<file path="src/rtl/decode_stage.sv">
// Registered RV32I/RV64I decode stage with valid/ready on both sides and a single output register.
// Optional feature: define MUL_DIV_EN to decode the M-extension (funct7=0000001) to alu_op 16-23.
module decode_stage #(
    parameter int XLEN     = 32,
    parameter int ALU_OP_W = 5
) (
    input  logic                clk,
    input  logic                rst,
    input  logic                in_valid,
    output logic                in_ready,
    input  logic [31:0]         instruction,
    input  logic [XLEN-1:0]     pc,
    input  logic                flush,
    output logic                out_valid,
    input  logic                out_ready,
    output logic [XLEN-1:0]     out_pc,
    output logic [ALU_OP_W-1:0] alu_op,
    output logic [4:0]          rs1,
    output logic [4:0]          rs2,
    output logic [4:0]          rd,
    output logic [XLEN-1:0]     immediate,
    output logic                alu_src_imm,
    output logic [2:0]          load_op,
    output logic [2:0]          store_op,
    output logic [2:0]          branch_op,
    output logic                mem_read_en,
    output logic                mem_write_en,
    output logic                reg_write_en,
    output logic                branch,
    output logic                jump,
    output logic                word_op,
    output logic                illegal
);

    localparam bit RV64 = (XLEN == 64);

    localparam logic [6:0] OPC_LOAD    = 7'b0000011;
    localparam logic [6:0] OPC_OPIMM   = 7'b0010011;
    localparam logic [6:0] OPC_AUIPC   = 7'b0010111;
    localparam logic [6:0] OPC_OPIMM32 = 7'b0011011;
    localparam logic [6:0] OPC_STORE   = 7'b0100011;
    localparam logic [6:0] OPC_OP      = 7'b0110011;
    localparam logic [6:0] OPC_LUI     = 7'b0110111;
    localparam logic [6:0] OPC_OP32    = 7'b0111011;
    localparam logic [6:0] OPC_BRANCH  = 7'b1100011;
    localparam logic [6:0] OPC_JALR    = 7'b1100111;
    localparam logic [6:0] OPC_JAL     = 7'b1101111;

    localparam logic [6:0] F7_BASE   = 7'b0000000;
    localparam logic [6:0] F7_ALT    = 7'b0100000;
    localparam logic [6:0] F7_MULDIV = 7'b0000001;

    localparam logic [ALU_OP_W-1:0] ALU_ADD   = ALU_OP_W'(0);
    localparam logic [ALU_OP_W-1:0] ALU_SUB   = ALU_OP_W'(1);
    localparam logic [ALU_OP_W-1:0] ALU_SLL   = ALU_OP_W'(2);
    localparam logic [ALU_OP_W-1:0] ALU_SLT   = ALU_OP_W'(3);
    localparam logic [ALU_OP_W-1:0] ALU_SLTU  = ALU_OP_W'(4);
    localparam logic [ALU_OP_W-1:0] ALU_XOR   = ALU_OP_W'(5);
    localparam logic [ALU_OP_W-1:0] ALU_SRL   = ALU_OP_W'(6);
    localparam logic [ALU_OP_W-1:0] ALU_SRA   = ALU_OP_W'(7);
    localparam logic [ALU_OP_W-1:0] ALU_OR    = ALU_OP_W'(8);
    localparam logic [ALU_OP_W-1:0] ALU_AND   = ALU_OP_W'(9);
    localparam logic [ALU_OP_W-1:0] ALU_PASSB = ALU_OP_W'(10);
    localparam logic [ALU_OP_W-1:0] ALU_ADDPC = ALU_OP_W'(11);
`ifdef MUL_DIV_EN
    // MUL..REMU occupy 16+funct3, so the M-extension funct3 maps straight across.
    localparam logic [ALU_OP_W-1:0] ALU_MUL   = ALU_OP_W'(16);
`endif

    typedef struct packed {
        logic [XLEN-1:0]     pc;
        logic [ALU_OP_W-1:0] alu_op;
        logic [4:0]          rs1;
        logic [4:0]          rs2;
        logic [4:0]          rd;
        logic [XLEN-1:0]     imm;
        logic                alu_src_imm;
        logic [2:0]          load_op;
        logic [2:0]          store_op;
        logic [2:0]          branch_op;
        logic                mem_read_en;
        logic                mem_write_en;
        logic                reg_write_en;
        logic                branch;
        logic                jump;
        logic                word_op;
        logic                illegal;
    } bundle_t;

    bundle_t dec;
    bundle_t held;

    logic [6:0]      opcode;
    logic [2:0]      funct3;
    logic [6:0]      funct7;
    logic [6:0]      shf;
    logic            bad;
    logic            sra_sel;
    logic [XLEN-1:0] imm_i, imm_s, imm_b, imm_u, imm_j;

    assign opcode  = instruction[6:0];
    assign funct3  = instruction[14:12];
    assign funct7  = instruction[31:25];
    // Shift-immediate function field; RV64 lends inst[25] to the 6-bit shamt.
    assign shf     = {instruction[31:26], RV64 ? 1'b0 : instruction[25]};
    assign sra_sel = instruction[30] && (funct3 == 3'b101);

    assign imm_i = XLEN'($signed(instruction[31:20]));
    assign imm_s = XLEN'($signed({instruction[31:25], instruction[11:7]}));
    assign imm_b = XLEN'($signed({instruction[31], instruction[7], instruction[30:25],
                                  instruction[11:8], 1'b0}));
    assign imm_u = XLEN'($signed({instruction[31:12], 12'b0}));
    assign imm_j = XLEN'($signed({instruction[31], instruction[19:12], instruction[20],
                                  instruction[30:21], 1'b0}));

    function automatic logic [ALU_OP_W-1:0] base_alu(input logic [2:0] f3, input logic alt);
        case (f3)
            3'b000:  base_alu = alt ? ALU_SUB : ALU_ADD;
            3'b001:  base_alu = ALU_SLL;
            3'b010:  base_alu = ALU_SLT;
            3'b011:  base_alu = ALU_SLTU;
            3'b100:  base_alu = ALU_XOR;
            3'b101:  base_alu = alt ? ALU_SRA : ALU_SRL;
            3'b110:  base_alu = ALU_OR;
            default: base_alu = ALU_AND;
        endcase
    endfunction

    // Register fields are always reported raw, even for formats that reuse those bits.
    always_comb begin
        dec        = '0;
        dec.pc     = pc;
        dec.rs1    = instruction[19:15];
        dec.rs2    = instruction[24:20];
        dec.rd     = instruction[11:7];
        dec.alu_op = ALU_ADD;
        bad        = 1'b0;
        case (opcode)
            OPC_LUI: begin
                dec.alu_op = ALU_PASSB;  dec.imm = imm_u;
                dec.alu_src_imm = 1'b1;  dec.reg_write_en = 1'b1;
            end
            OPC_AUIPC: begin
                dec.alu_op = ALU_ADDPC;  dec.imm = imm_u;
                dec.alu_src_imm = 1'b1;  dec.reg_write_en = 1'b1;
            end
            OPC_JAL: begin
                dec.alu_op = ALU_ADDPC;  dec.imm = imm_j;  dec.alu_src_imm = 1'b1;
                dec.reg_write_en = 1'b1; dec.jump = 1'b1;
            end
            OPC_JALR: begin
                dec.alu_op = ALU_ADDPC;  dec.imm = imm_i;  dec.alu_src_imm = 1'b1;
                dec.reg_write_en = 1'b1; dec.jump = 1'b1;
                bad = (funct3 != 3'b000);
            end
            OPC_BRANCH: begin
                dec.alu_op = ALU_SUB;  dec.imm = imm_b;
                dec.branch = 1'b1;     dec.branch_op = funct3;
                bad = (funct3 == 3'b010) || (funct3 == 3'b011);
            end
            OPC_LOAD: begin
                dec.imm = imm_i;  dec.alu_src_imm = 1'b1;  dec.load_op = funct3;
                dec.mem_read_en = 1'b1;  dec.reg_write_en = 1'b1;
                bad = (funct3 == 3'b111) || (!RV64 && (funct3 == 3'b011 || funct3 == 3'b110));
            end
            OPC_STORE: begin
                dec.imm = imm_s;  dec.alu_src_imm = 1'b1;  dec.store_op = funct3;
                dec.mem_write_en = 1'b1;
                bad = funct3[2] || (!RV64 && funct3 == 3'b011);
            end
            OPC_OPIMM: begin
                dec.alu_op = base_alu(funct3, sra_sel);  dec.imm = imm_i;
                dec.alu_src_imm = 1'b1;  dec.reg_write_en = 1'b1;
                if (funct3 == 3'b001)
                    bad = (shf != F7_BASE);
                else if (funct3 == 3'b101)
                    bad = !(shf == F7_BASE || shf == F7_ALT);
            end
            OPC_OP: begin
                dec.reg_write_en = 1'b1;
                case (funct7)
                    F7_BASE: dec.alu_op = base_alu(funct3, 1'b0);
                    F7_ALT: begin
                        dec.alu_op = base_alu(funct3, 1'b1);
                        bad = !(funct3 == 3'b000 || funct3 == 3'b101);
                    end
                    F7_MULDIV: begin
`ifdef MUL_DIV_EN
                        dec.alu_op = ALU_MUL + ALU_OP_W'(funct3);
`else
                        bad = 1'b1;
`endif
                    end
                    default: bad = 1'b1;
                endcase
            end
            OPC_OPIMM32: begin
                if (RV64) begin
                    dec.word_op = 1'b1;  dec.alu_op = base_alu(funct3, sra_sel);
                    dec.imm = imm_i;  dec.alu_src_imm = 1'b1;  dec.reg_write_en = 1'b1;
                    case (funct3)
                        3'b000:  bad = 1'b0;
                        3'b001:  bad = (funct7 != F7_BASE);
                        3'b101:  bad = !(funct7 == F7_BASE || funct7 == F7_ALT);
                        default: bad = 1'b1;
                    endcase
                end else begin
                    bad = 1'b1;
                end
            end
            OPC_OP32: begin
                if (RV64) begin
                    dec.word_op = 1'b1;  dec.reg_write_en = 1'b1;
                    case (funct7)
                        F7_BASE: begin
                            dec.alu_op = base_alu(funct3, 1'b0);
                            bad = !(funct3 inside {3'b000, 3'b001, 3'b101});
                        end
                        F7_ALT: begin
                            dec.alu_op = base_alu(funct3, 1'b1);
                            bad = !(funct3 inside {3'b000, 3'b101});
                        end
                        F7_MULDIV: begin
`ifdef MUL_DIV_EN
                            dec.alu_op = ALU_MUL + ALU_OP_W'(funct3);
                            bad = funct3 inside {3'b001, 3'b010, 3'b011};
`else
                            bad = 1'b1;
`endif
                        end
                        default: bad = 1'b1;
                    endcase
                end else begin
                    bad = 1'b1;
                end
            end
            // FENCE/SYSTEM and anything else are not handled here and trap as illegal.
            default: bad = 1'b1;
        endcase
        if (instruction[1:0] != 2'b11)
            bad = 1'b1;
        dec.illegal = bad;
        if (bad) begin
            dec.reg_write_en = 1'b0;
            dec.mem_read_en  = 1'b0;
            dec.mem_write_en = 1'b0;
            dec.jump         = 1'b0;
            dec.branch       = 1'b0;
        end
        if (dec.rd == 5'd0)
            dec.reg_write_en = 1'b0;
    end

    assign in_ready = !out_valid || out_ready;

    // Flush wins over a simultaneous accept; the held payload is left as-is behind out_valid=0.
    always_ff @(posedge clk or posedge rst) begin
        if (rst) begin
            out_valid <= 1'b0;
            held      <= '0;
        end else if (flush) begin
            out_valid <= 1'b0;
        end else if (in_valid && in_ready) begin
            out_valid <= 1'b1;
            held      <= dec;
        end else if (out_ready) begin
            out_valid <= 1'b0;
        end
    end

    assign out_pc       = held.pc;
    assign alu_op       = held.alu_op;
    assign rs1          = held.rs1;
    assign rs2          = held.rs2;
    assign rd           = held.rd;
    assign immediate    = held.imm;
    assign alu_src_imm  = held.alu_src_imm;
    assign load_op      = held.load_op;
    assign store_op     = held.store_op;
    assign branch_op    = held.branch_op;
    assign mem_read_en  = held.mem_read_en;
    assign mem_write_en = held.mem_write_en;
    assign reg_write_en = held.reg_write_en;
    assign branch       = held.branch;
    assign jump         = held.jump;
    assign word_op      = held.word_op;
    assign illegal      = held.illegal;

endmodule

</file>
<file path="config.mk">
export PLATFORM = sky130hd
export DESIGN_NAME = decode_stage
export DESIGN_NICKNAME = d
export VERILOG_FILES = /design/src/rtl/decode_stage.sv
export SDC_FILE = /design/constraint.sdc
export NUM_CORES = 1
export LEC_CHECK = 0
export CAP_MARGIN = 20
export CORE_MARGIN = 4
export CORE_UTILIZATION = 47
export CTS_CLUSTER_DIAMETER = 200
export DETAILED_ROUTE_END_ITERATION = 8
export PLACE_DENSITY = 0.9
export SLEW_MARGIN = 25
export SYNTH_ARGS = -nofsm -noshare
export SYNTH_HDL_FRONTEND = slang
export SYNTH_SLANG_ARGS = --single-unit
</file>
<file path="constraint.sdc">
create_clock -name clk -period 10.2 [get_ports clk]
set_input_delay 3.06 -clock clk [delete_from_list [all_inputs] [get_ports clk]]
set_output_delay 3.06 -clock clk [all_outputs]
set_load 0.02 [all_outputs]
</file>
==> summary.json, run 1 <==
{
  "synth": {
    "yosys.cell_types.count": 54,
    "synth.largest_area_cell": "sky130_fd_sc_hd__dfrtp_1",
    "ys_top_cells_by_count": "sky130_fd_sc_hd__nand2_1 (174), sky130_fd_sc_hd__dfrtp_1 (100), sky130_fd_sc_hd__nor2_1 (22), sky130_fd_sc_hd__o21ai_0 (17), sky130_fd_sc_hd__a21oi_1 (14)",
    "postSynth.topFlopCell": "sky130_fd_sc_hd__dfrtp_1",
    "synth_enable_flop_cells": 0,
    "mean_post_synth_cell_area_um2": 9.37,
    "synth_top_cells_by_area": "sky130_fd_sc_hd__dfrtp_1 (57%), sky130_fd_sc_hd__nand2_1 (15%), sky130_fd_sc_hd__a211o_1 (2.2%)",
    "synth_seq_cells": 100,
    "yosysMostFrequentCell": "sky130_fd_sc_hd__nand2_1",
    "mappedNetlistArea_um2": 4420,
    "synth_top_area_share_pct": 56.6,
    "synth_sequential_area_ratio_pct": 56.6,
    "postSynthCellCount": 472,
    "ys_async_rst_share_pct": 100,
    "synth_warnings": 0
  },
  "cts": {
    "cts_inserted_buffers": 9,
    "cts_num_sinks": 100,
    "postCtsSetupRepairBufs": 0,
    "cts_tree": "built",
    "cts_resized": 0,
    "clock_latency_ps": 360,
    "cts.root.buffer_cell": "sky130_fd_sc_hd__clkbuf_8",
    "clock_path_buffers": 2,
    "postCtsHoldBufs": 0,
    "htree_levels": 3,
    "clkTransAtPathRegs_ps": 90
  },
  "placement": {
    "place.port_buffers": 169,
    "worst_setup_timing_slack_at_the_placement_stage_ps": 2710,
    "placement.cell_area_um2": 6150,
    "gpl.final_weighted_congestion": 0.919,
    "dp.final_hpwl_um": 9140
  },
  "min_path": {
    "worst_hold_path_startpoint": "rd[2]",
    "hold_crit_path_type": "reg2reg"
  },
  "layout": {
    "area_growth_syn_to_layout_pct": 44.3,
    "non_filler_cell_area_final_um2": 6380,
    "antenna_cells_inserted": 0,
    "drive_gt1_share_pct": 5.52,
    "postLayoutCoreUtil_pct": 69.4,
    "fin_nets": 698,
    "fillerInstances": 734
  },
  "sta": {
    "fin_skew_ps": 11.9,
    "fmaxAchievable_mhz": 134,
    "worst_pin_slew_ps": 787,
    "relSlewSlack_pct": 47.1,
    "finalMaxSlewViolations": 0,
    "setup_violations": 0,
    "unrepaired_setup_endpoints_after_global_routing": "no",
    "final.setup.worst_slack_ps": 2710,
    "hold_violations": 0,
    "finalSetupTns_ps": 0,
    "min_period_over_period_pct": 73.4,
    "timing.final.crit_period_ps": 7490
  },
  "worst_setup_path": {
    "critical-path-top-cell-by-count": "sky130_fd_sc_hd__clkdlybuf4s50_1",
    "cp-startpoint": "out_ready",
    "r2r-start": "out_valid",
    "critPathKind": "in2out",
    "cp-start-kind": "input port",
    "worst-path-max-fanout": 3,
    "timing.critical_path.arrival_ps": 4430,
    "timing.critical_path.slowest_stage_cell": "sky130_fd_sc_hd__clkdlybuf4s50_1",
    "timing.critical_path.cells": "clkdlybuf4s50_1, nor2b_1, inv_1, clkdlybuf4s50_1",
    "worstSetupEndpointType": "primary output",
    "worst_path_largest_cell_delay_ps": 560,
    "worstPathRequired_ps": 7140
  },
  "pwr": {
    "max-vdd-ir-drop_mv": 0.100,
    "power_density_nw_per_um2": 146,
    "post-layout-total-power_uw": 932,
    "power.static_leakage_nw": 3.04
  },
  "drt": {
    "via_count": 4010,
    "drtIter0Drc": 180,
    "detail_route.wirelength_um": 12700,
    "post_dr_wirelength_cell_um": 17.0,
    "detailedRoute.firstPassIterationCount": 4,
    "drc_violations_left": 0,
    "vias_per_cell": 5.38,
    "final_antenna_net_count": 0
  },
  "die": {
    "core.rowCount": 35,
    "die_width_um": 105,
    "die_h_um": 105,
    "fp.dieArea_um2": 11000,
    "ports": 172,
    "starting_density_of_the_core_pct": 48.1,
    "coreArea_um2": 9200
  },
  "status": {
    "outcome": "completed"
  },
  "flow_run": {
    "cap_violations": 0
  },
  "global_route": {
    "grt.total_usage_pct": 22.9,
    "grt_first_pass_wirelength_um": 20600,
    "first_global_vias": 4121,
    "congestion_overflow_gr": 0,
    "grt_antenna_before_repair": 0,
    "grt_max_degree": 103
  }
}
where the power goes:
group / internal (mW) / switching (mW) / total (mW) / leakage (nW)
combinational: 0.102 / 0.118 / 0.220 / 1.63
sequential: 0.430 / 0.0184 / 0.448 / 1.30
clock: 0.129 / 0.135 / 0.264 / 0.107
total: 0.661 / 0.271 / 0.932 / 3.04
kinds of logic (layout without fill, tap and decap cells):
logic type | Yosys count | in the layout | synth area share [%]
flops | 100 | 100 | 56.6
buf+inv | 37 | 198 | 3.85
simple gates | 245 | 245 | 25.1
other cells | 1 | 2 | 0.0848
xor+xnor | 1 | 1 | 0.198
compound gates | 87 | 87 | 14.0
mux | 1 | 1 | 0.226
layout make-up:
type	instances	area, um2	share of cell area [%]
repair buffers	173	1730	27.2
inverters	9	36.3	0.568
clock inverters	4	56.3	0.882
multi-input cells	336	1760	27.6
flip-flops and latches	100	2500	39.2
well taps	111	139	2.18
clock buffers	12	155	2.43
critical path, delay by kind of cell:
kind,cells,cell delay (ps)
buffers and inverters,3,1070
AND/OR/NAND/NOR,1,300
flip-flops by register name, indices dropped and copies added (netlist names):
signal / count
immediate: 32
out_pc: 32
rd: 5
rs1: 5
rs2: 5
alu_op: 4
branch_op: 3
load_op: 3
store_op: 3
alu_src_imm: 1
branch: 1
illegal: 1
jump: 1
mem_read_en: 1
mem_write_en: 1
out_valid: 1
reg_write_en: 1
stage by stage:
| step | hold slack (ps) | instances |
|---|---|---|
| 2_1_floorplan | 581 | 473 |
| 3_3_place_gp | 455 | 728 |
| 3_5_place_dp | 459 | 728 |
| 4_1_cts | 479 | 744 |
| 5_1_grt | 506 | 745 |
| 6_report | 479 | 745 |
placed cells by master, fill, tap and decap left out, types with 2 or more instances in the layout:
cell and count:
sky130_fd_sc_hd__nor2_1 22, sky130_fd_sc_hd__clkinv_4 2, sky130_fd_sc_hd__conb_1 2, sky130_fd_sc_hd__buf_4 3, sky130_fd_sc_hd__nor2b_1 4, sky130_fd_sc_hd__a211o_1 11
sky130_fd_sc_hd__nand3b_1 2, sky130_fd_sc_hd__dfrtp_1 100, sky130_fd_sc_hd__a221oi_1 6, sky130_fd_sc_hd__nand2_1 174, sky130_fd_sc_hd__o31ai_2 2, sky130_fd_sc_hd__a21oi_1 14
sky130_fd_sc_hd__or3_1 2, sky130_fd_sc_hd__nand3_1 5, sky130_fd_sc_hd__o21a_1 2, sky130_fd_sc_hd__clkdlybuf4s50_1 169, sky130_fd_sc_hd__o22ai_1 2, sky130_fd_sc_hd__and3_1 11
sky130_fd_sc_hd__a31oi_1 3, sky130_fd_sc_hd__nor3_4 2, sky130_fd_sc_hd__nor3_1 5, sky130_fd_sc_hd__o21ai_1 9, sky130_fd_sc_hd__a22o_1 9, sky130_fd_sc_hd__inv_1 8
sky130_fd_sc_hd__a32o_1 2, sky130_fd_sc_hd__o211ai_1 3, sky130_fd_sc_hd__o211a_1 2, sky130_fd_sc_hd__o21ai_0 17, sky130_fd_sc_hd__clkbuf_8 11, sky130_fd_sc_hd__nor4_1 2
final timing paths:
kind	end	slack [ps]	cells past startpoint
worst max register to register	immediate[24]	8080	5
worst min-delay path	rd[2]	480	2
min in group asynchronous	out_pc[22]	3110	2
worst min register to register	rd[2]	480	2
max in group asynchronous	out_pc[0]	5970	3
worst max-delay path	in_ready	2710	4
metal layers:
metal  up-vias  wire length (um)  GRT usage [%]
met4         0               174           6.47
li1       1891                 -              -
met3        16               962           5.62
met5         -                 0              0
met2       177              6270           38.2
met1      1926              5270           29.9
(Power assumes the default switching activity.)
==> run 2, diff against run 1 <==
Settings changed: CORE_UTILIZATION 47 to 44, PLACE_DENSITY 0.9 to 0.86.
Clock period 10.2 ns to 7.7 ns, I/O delays scaled along.
==> summary.json, run 2 (synthesized netlist as in run 1, its figures left out) <==
{
  "cts": {
    "clock_latency_ps": 350,
    "postCtsSetupRepairBufs": 0,
    "clock_path_buffers": 2,
    "cts_resized": 0,
    "clkTransAtPathRegs_ps": 90,
    "cts_inserted_buffers": 9,
    "cts_tree": "built",
    "postCtsHoldBufs": 0,
    "htree_levels": 3,
    "cts_num_sinks": 100,
    "cts.root.buffer_cell": "sky130_fd_sc_hd__clkbuf_8"
  },
  "status": {
    "outcome": "completed"
  },
  "drt": {
    "detail_route.wirelength_um": 12700,
    "drc_violations_left": 0,
    "post_dr_wirelength_cell_um": 16.6,
    "detailedRoute.firstPassIterationCount": 5,
    "via_count": 4011,
    "final_antenna_net_count": 0,
    "vias_per_cell": 5.24,
    "drtIter0Drc": 303
  },
  "placement": {
    "place.port_buffers": 169,
    "worst_setup_timing_slack_at_the_placement_stage_ps": 1750,
    "dp.final_hpwl_um": 9120,
    "gpl.final_weighted_congestion": 0.884
  },
  "min_path": {
    "hold_crit_path_type": "reg2reg",
    "worst_hold_path_startpoint": "alu_src_imm"
  },
  "worst_setup_path": {
    "critical-path-top-cell-by-count": "sky130_fd_sc_hd__clkdlybuf4s50_1",
    "timing.critical_path.arrival_ps": 3650,
    "worst-path-max-fanout": 3,
    "worstSetupEndpointType": "primary output",
    "timing.critical_path.slowest_stage_cell": "sky130_fd_sc_hd__clkdlybuf4s50_1",
    "timing.critical_path.cells": "clkdlybuf4s50_1, nor2b_1, inv_1, clkdlybuf4s50_1",
    "top_family_by_delay_on_critical_path": "buffers and inverters",
    "cp-startpoint": "out_ready",
    "cp-start-kind": "input port",
    "r2r-start": "out_valid",
    "worstPathRequired_ps": 5390,
    "worst_path_largest_cell_delay_ps": 560,
    "crit_buf_inv": 3,
    "critPathKind": "in2out"
  },
  "layout": {
    "layout_common_cells": "sky130_fd_sc_hd__nand2_1 (174), sky130_fd_sc_hd__clkdlybuf4s50_1 (169), sky130_fd_sc_hd__dfrtp_1 (100)",
    "layout.cells.most_common": "sky130_fd_sc_hd__nand2_1",
    "fin_nets": 697,
    "antenna_cells_inserted": 0,
    "area_growth_syn_to_layout_pct": 44.4,
    "drive_gt1_share_pct": 5.37
  },
  "sta": {
    "setup_violations": 0,
    "hold_violations": 0,
    "timing.final.crit_period_ps": 5960,
    "fin_skew_ps": 6.61,
    "worst_pin_slew_ps": 785,
    "relSlewSlack_pct": 47.2,
    "unrepaired_setup_endpoints_after_global_routing": "no",
    "finalMaxSlewViolations": 0,
    "final.setup.worst_slack_ps": 1740,
    "fmaxAchievable_mhz": 168,
    "min_period_over_period_pct": 77.3,
    "finalSetupTns_ps": 0
  },
  "global_route": {
    "grt_max_degree": 103,
    "first_global_vias": 4150,
    "grt_first_pass_wirelength_um": 20600,
    "grt.total_usage_pct": 21.9,
    "congestion_overflow_gr": 0,
    "grt_antenna_before_repair": 0
  },
  "die": {
    "ports": 172,
    "coreArea_um2": 9770,
    "die_width_um": 108,
    "fp.dieArea_um2": 11700,
    "starting_density_of_the_core_pct": 45.3,
    "die_h_um": 108,
    "core.rowCount": 36
  },
  "pwr": {
    "power_density_nw_per_um2": 192,
    "max-vdd-ir-drop_mv": 0.0977,
    "power.static_leakage_nw": 3.02
  },
  "flow_run": {
    "cap_violations": 0
  }
}
[run 2: changes by cell type in the layout (fill, tap and decap cells not counted), sizes merged]
| cell | before | now |
|---|---|---|
| buf | 4 | 3 |
| clkbuf | 12 | 11 |
| clkinvlp | 0 | 1 |
[run 2: through the flow]
stage                     power [mW]  area [um2]  util, %  hold slack, ps  instances
after floorplan                0.737        4430        -             581        473
after global placement         0.887        6180     63.2             457        750
after detailed placement       0.896        6180     63.2             462        750
after CTS                       1.23        6380     65.3             484        766
after global routing            1.28        6390     65.4             509        766
final                           1.22        6390     65.4             475        766
[run 2: power breakdown]
group          total, mW  switching, mW  internal, mW
Combinational      0.290          0.156         0.134
Clock              0.341          0.180         0.161
Sequential         0.593         0.0241         0.569
[run 2: metal layers]
metal / vias up / track usage, % / share of wire (%)
li1: 1897 / - / -
met1: 1944 / 28.0 / 42
met2: 157 / 37.3 / 50
met3: 13 / 5.31 / 7.0
met4: 0 / 6.31 / 1.0
met5: - / 0 / 0
[run 2: cell type report]
| type | instances | area [um2] |
|---|---|---|
| sequential | 100 | 2500 |
| clock inverter | 5 | 60.1 |
| timing repair buffer | 172 | 1720 |
| inverter | 9 | 36.3 |
| tap | 133 | 166 |
| fill | 823 | 3380 |
| clock buffer | 11 | 141 |
| multi-input combinational | 336 | 1760 |
[run 2: final timing paths]
kind | slack, ps | depth (start not counted) | endpoint
setup reg to reg | 5520 | 7 | reg_write_en
max in group asynchronous | 4470 | 3 | reg_write_en
min in group asynchronous | 2260 | 2 | out_pc[29]
setup / recovery | 1740 | 4 | in_ready
hold / removal | 480 | 2 | alu_src_imm
hold reg to reg | 480 | 2 | alu_src_imm
[run 2: worst register-to-register path, delay by kind of cell, from the launching register on]
family          cells  cell delay [ps]
simple gates        3              690
compound gates      2              380
flops               1              350
buf+inv             2              660
==> edit, RTL diff (config.mk and constraints of run 1) <==
Change the parameter `XLEN` from 32 to 16.
--- a/src/rtl/decode_stage.sv
+++ b/src/rtl/decode_stage.sv
@@ -1,7 +1,7 @@
 // Registered RV32I/RV64I decode stage with valid/ready on both sides and a single output register.
 // Optional feature: define MUL_DIV_EN to decode the M-extension (funct7=0000001) to alu_op 16-23.
 module decode_stage #(
-    parameter int XLEN     = 32,
+    parameter int XLEN     = 16,
     parameter int ALU_OP_W = 5
 ) (
     input  logic                clk,
Interface: changed (resized immediate, out_pc and pc); port bits go from 172 to 124. No check against the original RTL was run, so the function may have changed too.
==> edit against run 1 <==
  * Worst setup slack improved by 0.15 ns
  * Power decreased by 19%
  * Highest routed layer unchanged
  * Utilization increased by 2.7 points
  * Design area decreased by 29%
  * Non-clock buffer count decreased by 49
  * Sequential cell count decreased by 32
  * Cell count decreased by 28%
  * Area after synthesis decreased by 31%
  * Routed wire length decreased by 31%
==> edit: results (changes against run 1) <==
LEAKAGEPOWER_nW=2.05  # -33%
POWER.DENSITY_CELL_AREA_nW_PER_UM2=166  # +14%
ROUTED_WIRE_LENGTH_PER_INSTANCE_UM=16.4  # -3.4%
CLK_PIN_SLEW_WORST_PATHS_NS=0.07  # -0.02 ns
SYNTH_CELL_TYPES=42  # -22%
VIAS=2857  # -29%
DPL_CELL_AREA_UM2=4290  # -30%
DRIVE_GT1_SHARE_PCT=6.35  # +0.83 points
YS.FLOP_TYPE='dfrtp_1'
POST_SYNTH_MAIN_AREA_CONTRIBUTORS='dfrtp_1 (56%), nand2_1 (15%), o21ai_0 (4.3%), nor2_1 (2.8%), a22o_1 (2.3%)'
TRACK_USAGE_PCT=24.3  # +1.4 points
FINISH.NET_COUNT=505  # -28%
PIN_COUNT_OF_THE_BIGGEST_NET_ENTERING_GLOBAL_ROUTING=73  # -29%
OUTCOME='finished, final reports clean'
WORST_R2R_PATH_DEPTH=7  # +2
VIAS_IN_THE_FIRST_GLOBAL_ROUTE=3005  # -27%
IO_BUFFERS=121  # -28%
DETAILED_PLACE_HPWL_MM=6.12  # -33%
GP_WEIGHTED_CONGESTION=0.900  # -2.0%
FINAL.SETUP_SKEW_NS=0.00547  # -0.00647 ns
WORST_SLEW_MARGIN_REL_PCT=44.8  # -2.3 points
CTS_HOLD_REPAIR.BUFFERS=0  # unchanged
SYNTHTOPCELLSBYCOUNT='nand2_1 (125), dfrtp_1 (68), o21ai_0 (26), nor2_1 (23), clkbuf_1 (14)'
SEQUENTIAL_CELL_AREA_FRACTION_IN_THE_YOSYS_REPORT_PCT=55.9  # -0.69 points
INSTANCES_NO_FILL=534  # -28%
CP_DATA_ARRIVAL_TIME_NS=4.28  # -0.15 ns
CRITICAL_PATH.MAX_STAGE_DELAY_NS=0.59  # +0.03 ns
FIRST_ITER_VIOLATIONS=172  # -4.4%
SYNTHESIS.AREA_PER_INSTANCE_UM2=9.06  # -3.3%
CRIT_PATH_MAX_FANOUT=3  # unchanged
TIMING.CRITICAL_PATH.MAX_DELAY_FAMILY='buffers and inverters'
ASYNCSETRESETFLOPFRACSYNTH_PCT=100  # unchanged
WIRE_LENGTH_OF_THE_FIRST_GLOBAL_ROUTING_PASS_MM=14.4  # -30%
WORST_SUPPLY_VOLTAGE_DROP_ON_VDD_uV=126  # +25%
PLACE.DETAILED.INSTANCES=518  # -29%
[edit: where the power goes]
group | switching (mW) | internal, mW
combinational | 0.0831 | 0.0736
sequential | 0.0130 | 0.293
clock | 0.108 | 0.187
total | 0.204 | 0.553
[edit: stage by stage]
| step | hold WS (ns) | setup WS, ns |
|---|---|---|
| floorplan | 0.589 | 3.89 |
| global placement | 0.457 | 2.88 |
| detailed placement | 0.462 | 2.85 |
| CTS | 0.479 | 2.85 |
| global route | 0.496 | 2.83 |
| finish | 0.477 | 2.86 |
[edit: area by class of cell]
type,count,area share (%)
clock buffers,9,2.72
clock inverters,7,3.05
inverters,5,0.412
multi-input cells,244,27.3
flip-flops and latches,68,37.4
well taps,77,2.11
repair buffers,124,27.1
[edit: worst paths after layout]
kind	start	endpoint	slack, ns
max	out_ready	in_ready	2.86
min	out_pc[7]	out_pc[7]	0.48
max reg2reg	out_valid	illegal	8.14
min reg2reg	out_pc[7]	out_pc[7]	0.48
max in group asynchronous	rst	branch	6.39
min in group asynchronous	rst	immediate[9]	3.29
[edit: worst reg2reg max path: cells and delay by family, from the launching register on]
kind,cells,cell delay [ns]
and+or+nand+nor,4,0.81
buffers and inverters,2,0.39
DFF,1,0.38
AOI/OAI and AO/OA,1,0.36
[edit: per-layer routing]
layer | up-vias | track usage [%] | routed length (µm) | part of all wire, %
li1 | 1351 | - | - | -
met1 | 1348 | 29.6 | 3450 | 39
met2 | 145 | 39.7 | 4210 | 48
met3 | 13 | 8.19 | 965 | 11
met4 | 0 | 10.0 | 148 | 1.7
met5 | - | 0 | 0 | 0
[edit: cell families (layout without fill, tap and decap cells)]
logic type / Yosys count / after routing / share of synthesized area, %
compound gates: 63 / 63 / 13.8
buf+inv: 25 / 145 / 3.66
simple gates: 176 / 176 / 25.5
flops: 68 / 68 / 55.9
mux: 3 / 3 / 1.03
other cells: 1 / 2 / 0.123
